## src/rtl/fmul_share_arbiter.sv

```systemverilog
// Shares a single 2-stage fmul core among PL_REQ_N requesters. Requests are granted round-robin,
// a tag FIFO remembers the owner of each in-flight op, and results are steered back to their
// owner in issue order with that owner's backpressure forwarded to the core.
module fmul_share_arbiter #(
  parameter int unsigned PL_REQ_N     = 4,
  parameter int unsigned PL_TAG_DEPTH = 4,
  parameter int unsigned PL_RES_W     = 65
) (
  input  logic                    iCLOCK,
  input  logic                    inRESET,
  input  logic [PL_REQ_N-1:0]     iREQ_VALID,
  output logic [PL_REQ_N-1:0]     oREQ_BUSY,
  input  logic [32*PL_REQ_N-1:0]  iREQ_DATA_A,
  input  logic [32*PL_REQ_N-1:0]  iREQ_DATA_B,
  output logic [PL_REQ_N-1:0]     oRES_VALID,
  input  logic [PL_REQ_N-1:0]     iRES_BUSY,
  output logic [PL_RES_W-1:0]     oRES_DATA,
  output logic                    oCORE_REQ,
  input  logic                    iCORE_BUSY,
  output logic [31:0]             oCORE_DATA_A,
  output logic [31:0]             oCORE_DATA_B,
  input  logic                    iCORE_VALID,
  output logic                    oCORE_BUSY,
  input  logic [PL_RES_W-1:0]     iCORE_DATA,
  output logic                    oIDLE,
  output logic                    oERR
);

  localparam int unsigned TagW = (PL_REQ_N > 1) ? $clog2(PL_REQ_N) : 1;
  localparam int unsigned PtrW = (PL_TAG_DEPTH > 1) ? $clog2(PL_TAG_DEPTH) : 1;
  localparam int unsigned CntW = $clog2(PL_TAG_DEPTH + 1);

  logic [TagW-1:0] rr_ptr_q, rr_ptr_d;
  logic [PtrW-1:0] wr_ptr_q, wr_ptr_d;
  logic [PtrW-1:0] rd_ptr_q, rd_ptr_d;
  logic [CntW-1:0] count_q, count_d;
  logic            err_q, err_d;
  logic [TagW-1:0] tag_mem_q [PL_TAG_DEPTH];

  logic            grant_en;
  logic            grant_vld;
  logic [TagW-1:0] grant_idx;
  logic [TagW-1:0] head_tag;
  logic            ret_act;
  logic            head_busy;
  logic            push;
  logic            pop;

  // Round-robin scan starting at rr_ptr_q; grant is suppressed while in reset so nothing issues.
  always_comb begin
    grant_en  = inRESET && !iCORE_BUSY && (count_q < CntW'(PL_TAG_DEPTH));
    grant_vld = 1'b0;
    grant_idx = '0;
    for (int unsigned k = 0; k < PL_REQ_N; k++) begin
      for (int unsigned i = 0; i < PL_REQ_N; i++) begin
        if (grant_en && !grant_vld && (i == (32'(rr_ptr_q) + k) % PL_REQ_N) && iREQ_VALID[i]) begin
          grant_vld = 1'b1;
          grant_idx = TagW'(i);
        end
      end
    end
  end

  // Issue side: operand mux and per-requester busy.
  always_comb begin
    oCORE_REQ    = grant_vld;
    oCORE_DATA_A = '0;
    oCORE_DATA_B = '0;
    oREQ_BUSY    = '1;
    for (int unsigned i = 0; i < PL_REQ_N; i++) begin
      if (grant_vld && (grant_idx == TagW'(i))) begin
        oCORE_DATA_A = iREQ_DATA_A[32*i +: 32];
        oCORE_DATA_B = iREQ_DATA_B[32*i +: 32];
        oREQ_BUSY[i] = 1'b0;
      end
    end
  end

  // Return side: steer the core result to the owner at the FIFO head.
  always_comb begin
    head_tag   = tag_mem_q[rd_ptr_q];
    ret_act    = iCORE_VALID && (count_q != '0);
    oRES_VALID = '0;
    head_busy  = 1'b0;
    for (int unsigned i = 0; i < PL_REQ_N; i++) begin
      if (head_tag == TagW'(i)) begin
        oRES_VALID[i] = ret_act;
        head_busy     = iRES_BUSY[i];
      end
    end
    oCORE_BUSY = ret_act && head_busy;
    oRES_DATA  = iCORE_DATA;
    oIDLE      = (count_q == '0);
    oERR       = err_q;
  end

  // Next-state for rr pointer, tag FIFO pointers/count and the sticky error flag.
  always_comb begin
    push     = grant_vld;
    pop      = ret_act && !head_busy;
    rr_ptr_d = rr_ptr_q;
    wr_ptr_d = wr_ptr_q;
    rd_ptr_d = rd_ptr_q;
    count_d  = count_q;
    // A result with nothing in flight has no owner; it is dropped and flagged.
    err_d    = err_q || (iCORE_VALID && (count_q == '0));
    if (push) begin
      rr_ptr_d = (grant_idx == TagW'(PL_REQ_N - 1)) ? '0 : grant_idx + TagW'(1);
      wr_ptr_d = (wr_ptr_q == PtrW'(PL_TAG_DEPTH - 1)) ? '0 : wr_ptr_q + PtrW'(1);
    end
    if (pop) begin
      rd_ptr_d = (rd_ptr_q == PtrW'(PL_TAG_DEPTH - 1)) ? '0 : rd_ptr_q + PtrW'(1);
    end
    unique case ({push, pop})
      2'b10:   count_d = count_q + CntW'(1);
      2'b01:   count_d = count_q - CntW'(1);
      default: count_d = count_q;
    endcase
  end

  // Control state with synchronous active-low reset.
  always_ff @(posedge iCLOCK) begin
    if (!inRESET) begin
      rr_ptr_q <= '0;
      wr_ptr_q <= '0;
      rd_ptr_q <= '0;
      count_q  <= '0;
      err_q    <= 1'b0;
    end else begin
      rr_ptr_q <= rr_ptr_d;
      wr_ptr_q <= wr_ptr_d;
      rd_ptr_q <= rd_ptr_d;
      count_q  <= count_d;
      err_q    <= err_d;
    end
  end

  // Tag storage; contents are only meaningful below count_q so it needs no reset.
  always_ff @(posedge iCLOCK) begin
    if (push) begin
      tag_mem_q[wr_ptr_q] <= grant_idx;
    end
  end

endmodule
```

## config.mk

```make
export PLATFORM = sky130hd
export DESIGN_NAME = fmul_share_arbiter
export DESIGN_NICKNAME = d
export VERILOG_FILES = /design/src/rtl/fmul_share_arbiter.sv
export SDC_FILE = /design/constraint.sdc
export NUM_CORES = 1
export LEC_CHECK = 0
export BUFFER_PORTS_ARGS = -buffer_cell sky130_fd_sc_hd__buf_2
export CAP_MARGIN = 20
export CORE_AREA = 8 8 179 181
export CTS_CLUSTER_SIZE = 20
export DETAILED_ROUTE_END_ITERATION = 16
export DIE_AREA = 0 0 187 189
export GPL_TIMING_DRIVEN = 0
export SYNTH_ARGS = -nofsm -noshare
export SYNTH_HDL_FRONTEND = slang
export SYNTH_SLANG_ARGS = --single-unit
```

## constraint.sdc

```tcl
create_clock -name iCLOCK -period 8.7 [get_ports iCLOCK]
set_input_delay 1.305 -clock iCLOCK [delete_from_list [all_inputs] [get_ports iCLOCK]]
set_output_delay 1.305 -clock iCLOCK [all_outputs]
set_load 0.05 [all_outputs]
```

==> results of run 1 <==
cell families after synthesis:
kind of cell | share of synthesized area [%]
AOI/OAI and AO/OA | 36.6
xor gates and xnor gates | 0.404
adders and majority gates | 2.77
buffers and inverters | 20.6
DFF | 11.1
muxes | 2.25
and+or+nand+nor | 26.3
flip-flops by register name, indices dropped and copies added (netlist names), named ones only:
signal,cells
tag_mem_q,8
count_q,3
rd_ptr_q,2
oERR,1
wr_ptr_q,2
rr_ptr_q,2
layer usage:
layer	vias to the layer above	part of all wire [%]
met5	-	0
met4	0	1.6
met3	38	9.0
met2	376	49
met1	2937	40
li1	2977	-
how the worst min path moves through the flow:
stage,depth (start not counted),from,to
5_1_grt,2,rd_ptr_q[1]$_SDFFE_PN0P_,flop
3_3_place_gp,2,oERR$_SDFF_PN0_,oERR$_SDFF_PN0_
3_5_place_dp,2,oERR$_SDFF_PN0_,oERR$_SDFF_PN0_
6_report,2,rd_ptr_q[1]$_SDFFE_PN0P_,flop
2_1_floorplan,2,rd_ptr_q[0]$_SDFFE_PN0P_,flop
4_1_cts,2,rd_ptr_q[1]$_SDFFE_PN0P_,flop
placed cells by master, fill, tap and decap left out, types with 4 or more instances in the layout:
| cell type | instances |
|---|---|
| buf_2 | 417 |
| nand2_1 | 80 |
| nor2_1 | 71 |
| buf_4 | 69 |
| clkbuf_1 | 40 |
| o211ai_1 | 38 |
| nand4_1 | 37 |
| a22oi_1 | 28 |
| nor4_1 | 27 |
| o41ai_2 | 22 |
| a41oi_2 | 22 |
| a41oi_1 | 14 |
| dfxtp_1 | 12 |
| buf_6 | 11 |
| inv_1 | 11 |
| ha_1 | 8 |
| edfxtp_1 | 8 |
| o21ai_0 | 7 |
| and3_1 | 7 |
| o41ai_1 | 5 |
| a21oi_1 | 4 |
| buf_1 | 4 |
| a21boi_0 | 4 |
tightest hold or removal path: stages, from the launching register on:
cell and delay (ps):
dfxtp_1 310, nand2_1 60, mux2i_1 70
final cells by class:
type                            count  area (µm²)
Sequential cell                    20         480
Timing Repair Buffer              408        2040
Multi-Input combinational cell    418        2960
Inverter                           12        45.0
Tap cell                          390         488
Clock buffer                        4        78.8
Fill cell                        3298       22300
Buffer                            132         846
where the power goes:
group          internal, µW  switching (µW)  leakage, µW
clock network          62.3            32.2    0.0000382
registers               103            4.26     0.000173
logic                   143             301      0.00302
total                   308             338      0.00323
stage by stage:
step | utilization, % | worst slack, ps | hold slack [ps] | instances | power, µW
3_3_place_gp | 23.5 | 2580 | 473 | 1379 | 551
2_1_floorplan | - | 2470 | 463 | 582 | 404
6_report | 23.7 | 2660 | 487 | 1384 | 646
3_5_place_dp | 23.5 | 2550 | 484 | 1380 | 554
5_1_grt | 23.7 | 2290 | 506 | 1384 | 680
4_1_cts | 23.7 | 2550 | 494 | 1384 | 650
==> impl_metrics.py, run 1 <==
metrics = {
    "status": {
        "status": "completed",
    },
    "power_and_ir_drop": {
        "powerDensity_nw_per_um2": 93.0,
        "ir_drop_v": 0.0000560,
        "leakage_uw": 0.00323,
    },
    "grt": {
        "overflow": 0,
        "antenna_found_initial": 0,
        "grtUsageMet3_pct": 4.43,
        "busiest_layer": "met2",
        "track_usage_pct": 14.5,
        "met1_usage_pct": 17.5,
        "grt_max_degree": 12,
        "first_global_vias": 6648,
        "grt_pass1_wl_um": 40200,
        "met2_usage_pct": 25.3,
    },
    "die": {
        "start_util_pct": 14.8,
        "die_x_um": 187,
        "num_rows": 63,
        "coreArea_um2": 29200,
        "fp.dieArea_um2": 35300,
        "die_y_um": 189,
        "ios": 474,
    },
    "route": {
        "drtIter0Drc": 426,
        "dr.pass1.iters": 5,
        "drtAntennaViolNets": 0,
        "wl_um": 28100,
        "viasPerCell": 4.57,
        "drcViolationCount": 0,
        "vias": 6328,
        "wl_per_cell_um": 20.3,
    },
    "cts": {
        "cts_buffers": 3,
        "clockBufferDepth": 2,
        "cts_tree": "done",
        "clk_latency_ps": 250,
        "clock-sinks": 20,
        "postCtsSetupBuffers": 0,
        "clockRootBuffer": "clkbuf_16",
        "path_clk_slew_ps": 50,
        "htreeDepth": 1,
        "ctsResizeCount": 0,
        "cts.hold.buffers_added": 0,
    },
    "finish": {
        "n_antenna_cell": 0,
        "nets": 1337,
        "area_growth_pct": 60.3,
        "final_area_um2": 6940,
        "drive_above_1_share_pct": 55.5,
    },
    "synth": {
        "synth.yosys.seq_area_share_pct": 11.1,
        "synthFlopType": "dfxtp_1",
        "yosys_register_bits": 20,
        "syn_area_um2": 4330,
        "synth_fp_nets": 924,
        "synth_cells": 582,
        "syn_avg_cell_area_um2": 7.44,
        "ys_async_sr_fraction_pct": 0,
        "yosysUniqueCellTypes": 54,
        "synthTopCellsByCount": "80 x nand2_1, 71 x nor2_1, 68 x buf_4",
        "ys_warn_count": 0,
        "synth_top_area_share_pct": 11.8,
        "synth_area_leaders": "buf_4 12%, a41oi_2 8.3%, o41ai_2 8.3%, nand2_1 6.9%, o211ai_1 6.6%",
        "yosysMostFrequentCell": "nand2_1",
        "synth_top_area_cell": "buf_4",
        "synth_edf_count": 8,
    },
    "timing": {
        "final-setup-viol-count": 0,
        "slew_violations": 0,
        "timing.slew.headroom_pct": 48.8,
        "hold_viol_final": 0,
        "fmax_mhz": 165,
        "fin_crit_ps": 6040,
        "rsz0062_at_grt": "false",
        "clock_skew_ps": 2.33,
        "worstMarginPinSlew_ps": 768,
        "finalSetupTns_ps": 0,
        "period_share_pct": 69.5,
    },
    "placed_design": {
        "routabilityCongestion": 0.873,
        "dp_hpwl_um": 23900,
        "port-buffer-count": 407,
        "dpl_cell_area_um2": 6870,
    },
    "critical_path": {
        "cp_top_family": "buffers and inverters",
        "ff2ff_setup_slack_ps": 5690,
        "crit_chain": "buf_2 -> nor2b_1 -> o21a_1 -> buf_2 -> buf_1 -> or3_1 -> ha_1 -> and3_1 -> buf_2 -> clkbuf_1 -> o211ai_1 -> a41oi_2 -> buf_2",
        "startpoint": "iREQ_VALID[0]",
        "critPathCaptureType": "primary output",
        "required_ps": 7390,
        "rr_worst_depth": 9,
        "cp_slowest_cell": "buf_1",
        "cp_num_buf_inv": 6,
        "worstPathArrival_ps": 4740,
        "cp_slowest_stage_delay_ps": 510,
        "startpoint_type": "input port",
        "crit_fanout": 10,
        "cp.depth": 13,
        "worstSetupEndpoint": "oCORE_DATA_A[11]",
        "critPathKind": "in2out",
        "cpMostUsedCell": "buf_2",
        "r2r_end": "count_q[2]$_SDFFE_PN0P_",
    },
    "job": {
        "maxCapViolCount": 0,
    },
    "min_path": {
        "hp-class": "reg2reg",
    },
}
No activity file was read; power rests on OpenSTA's default activity.
==> run 2, diff against run 1 <==
Settings changed: CORE_AREA 8 8 179 181 to 8 8 180 182, DIE_AREA 0 0 187 189 to 0 0 188 190.
Clock period 8.7 ns to 5.93 ns, I/O delays scaled along.
==> run 2 against run 1 <==
Compared with the run above: count of clock-buffer cells in the layout is the same; flip-flop and latch count is the same; critical path type unchanged; total power grew 50%.
==> impl_metrics.py, run 2 (same netlist as run 1, synthesis figures left out) <==
metrics = {
    "die": {
        "die_y_um": 190,
        "num_rows": 63,
        "coreArea_um2": 29400,
        "ios": 474,
        "fp.dieArea_um2": 35700,
        "start_util_pct": 14.7,
        "die_x_um": 188,
    },
    "finish": {
        "final_cell_mix": "417 x buf_2, 80 x nand2_1, 71 x nor2_1",
        "largest-register": "tag_mem_q",
        "drive_above_1_share_pct": 55.6,
        "largest_reg_flops": 8,
        "layout_commonest_cell": "buf_2",
        "nets": 1337,
        "final_area_um2": 6970,
        "top_regs": "tag_mem_q: 8 flops, count_q: 3 flops",
        "area_growth_pct": 60.8,
    },
    "route": {
        "drtAntennaViolNets": 0,
        "drtIter0Drc": 318,
        "wl_um": 27800,
        "wl_per_cell_um": 20.1,
        "dr.pass1.iters": 5,
        "drcViolationCount": 0,
        "viasPerCell": 4.54,
        "vias": 6289,
    },
    "min_path": {
        "hold_path_depth": 2,
        "hold_start": "oERR$_SDFF_PN0_",
        "min_to": "oERR$_SDFF_PN0_",
        "hp-class": "reg2reg",
    },
    "cts": {
        "cts_tree": "done",
        "cts_buffers": 3,
        "htreeDepth": 1,
        "clockRootBuffer": "clkbuf_16",
        "ctsResizeCount": 0,
        "postCtsSetupBuffers": 0,
        "path_clk_slew_ps": 60,
        "clockBufferDepth": 2,
        "clk_latency_ps": 250,
        "cts.hold.buffers_added": 0,
        "clock-sinks": 20,
    },
    "grt": {
        "overflow": 0,
        "grt_pass1_wl_um": 40000,
        "antenna_found_initial": 2,
        "grt_max_degree": 13,
        "track_usage_pct": 14.0,
        "first_global_vias": 6582,
    },
    "critical_path": {
        "r2r_end": "count_q[2]$_SDFFE_PN0P_",
        "rr_worst_depth": 9,
        "critPathCaptureType": "primary output",
        "crit_fanout": 10,
        "startpoint_type": "input port",
        "required_ps": 5040,
        "critPathKind": "in2out",
        "worstPathArrival_ps": 4340,
        "ff2ff_setup_slack_ps": 2930,
    },
    "timing": {
        "hold_viol_final": 0,
        "timing.slew.headroom_pct": 53.7,
        "fin_crit_ps": 5230,
        "finalSetupTns_ps": 0,
        "worstMarginPinSlew_ps": 694,
        "clock_skew_ps": 4.29,
        "fmax_mhz": 191,
        "final-setup-viol-count": 0,
        "period_share_pct": 88.2,
        "rsz0062_at_grt": "false",
        "slew_violations": 0,
    },
    "job": {
        "maxCapViolCount": 0,
    },
    "placed_design": {
        "dpl_cell_area_um2": 6870,
        "dp_hpwl_um": 23800,
        "routabilityCongestion": 0.815,
        "port-buffer-count": 407,
    },
    "power_and_ir_drop": {
        "leakage_uw": 0.00324,
        "powerDensity_nw_per_um2": 139,
        "ir_drop_v": 0.000123,
    },
    "status": {
        "status": "completed",
    },
}
==> run 2: cell types whose count changed in the layout (fill, tap and decap cells not counted) <==
cell,delta
clkbuf_16,+1
clkbuf_1,-1
diode_2,+1
==> run 2: power breakdown <==
group	total, µW	switching, µW	internal (µW)
sequential	157	6.23	151
combinational	650	440	210
clock	165	47.8	117
total	972	494	477
==> run 2: through the flow <==
| step | setup slack [ps] | instances | total power, µW | hold slack (ps) | utilization (%) |
|---|---|---|---|---|---|
| final | 702 | 1385 | 972 | 483 | 23.7 |
| after detailed placement | 585 | 1380 | 813 | 472 | 23.3 |
| after global routing | 332 | 1385 | 1020 | 518 | 23.7 |
| after global placement | 671 | 1379 | 808 | 474 | 23.3 |
| after CTS | 575 | 1384 | 980 | 487 | 23.7 |
| after floorplan | 530 | 582 | 593 | 463 | - |
==> run 2: worst max path at each step <==
stage	slack, ps	cells after the start	end	start
finish	700	13	oCORE_DATA_A[0]	iREQ_VALID[0]
global route	330	13	oCORE_DATA_A[0]	iREQ_VALID[0]
CTS	570	13	oCORE_DATA_A[0]	iREQ_VALID[0]
detailed placement	580	13	oCORE_DATA_A[0]	iREQ_VALID[0]
global placement	670	13	oCORE_DATA_A[0]	iREQ_VALID[0]
floorplan	530	11	oCORE_DATA_A[30]	iREQ_VALID[2]
==> run 2: layout make-up <==
type | instances | area (µm²)
multi-input cells | 418 | 2960
diodes | 1 | 2.50
clock buffers | 4 | 100
plain buffers | 132 | 846
fillers | 3322 | 22400
inverters | 12 | 45.0
repair buffers | 408 | 2040
well taps | 390 | 488
flip-flops and latches | 20 | 480
==> run 2: per-layer routing <==
layer | GRT usage (%) | wire length [µm] | share of wire, %
met3 | 3.42 | 2240 | 8.1
met2 | 25.0 | 14100 | 51
met5 | 0 | 13 | 0.047
met4 | 1.94 | 269 | 0.97
met1 | 17.2 | 11200 | 40
==> run 2: critical path, cell delays in order <==
cell,delay (ps)
buf_2,170
nor2b_1,360
o21a_1,200
buf_2,250
buf_1,460
or3_1,180
ha_1,120
and3_1,170
buf_2,290
clkbuf_1,420
o211ai_1,270
a41oi_2,250
buf_2,290
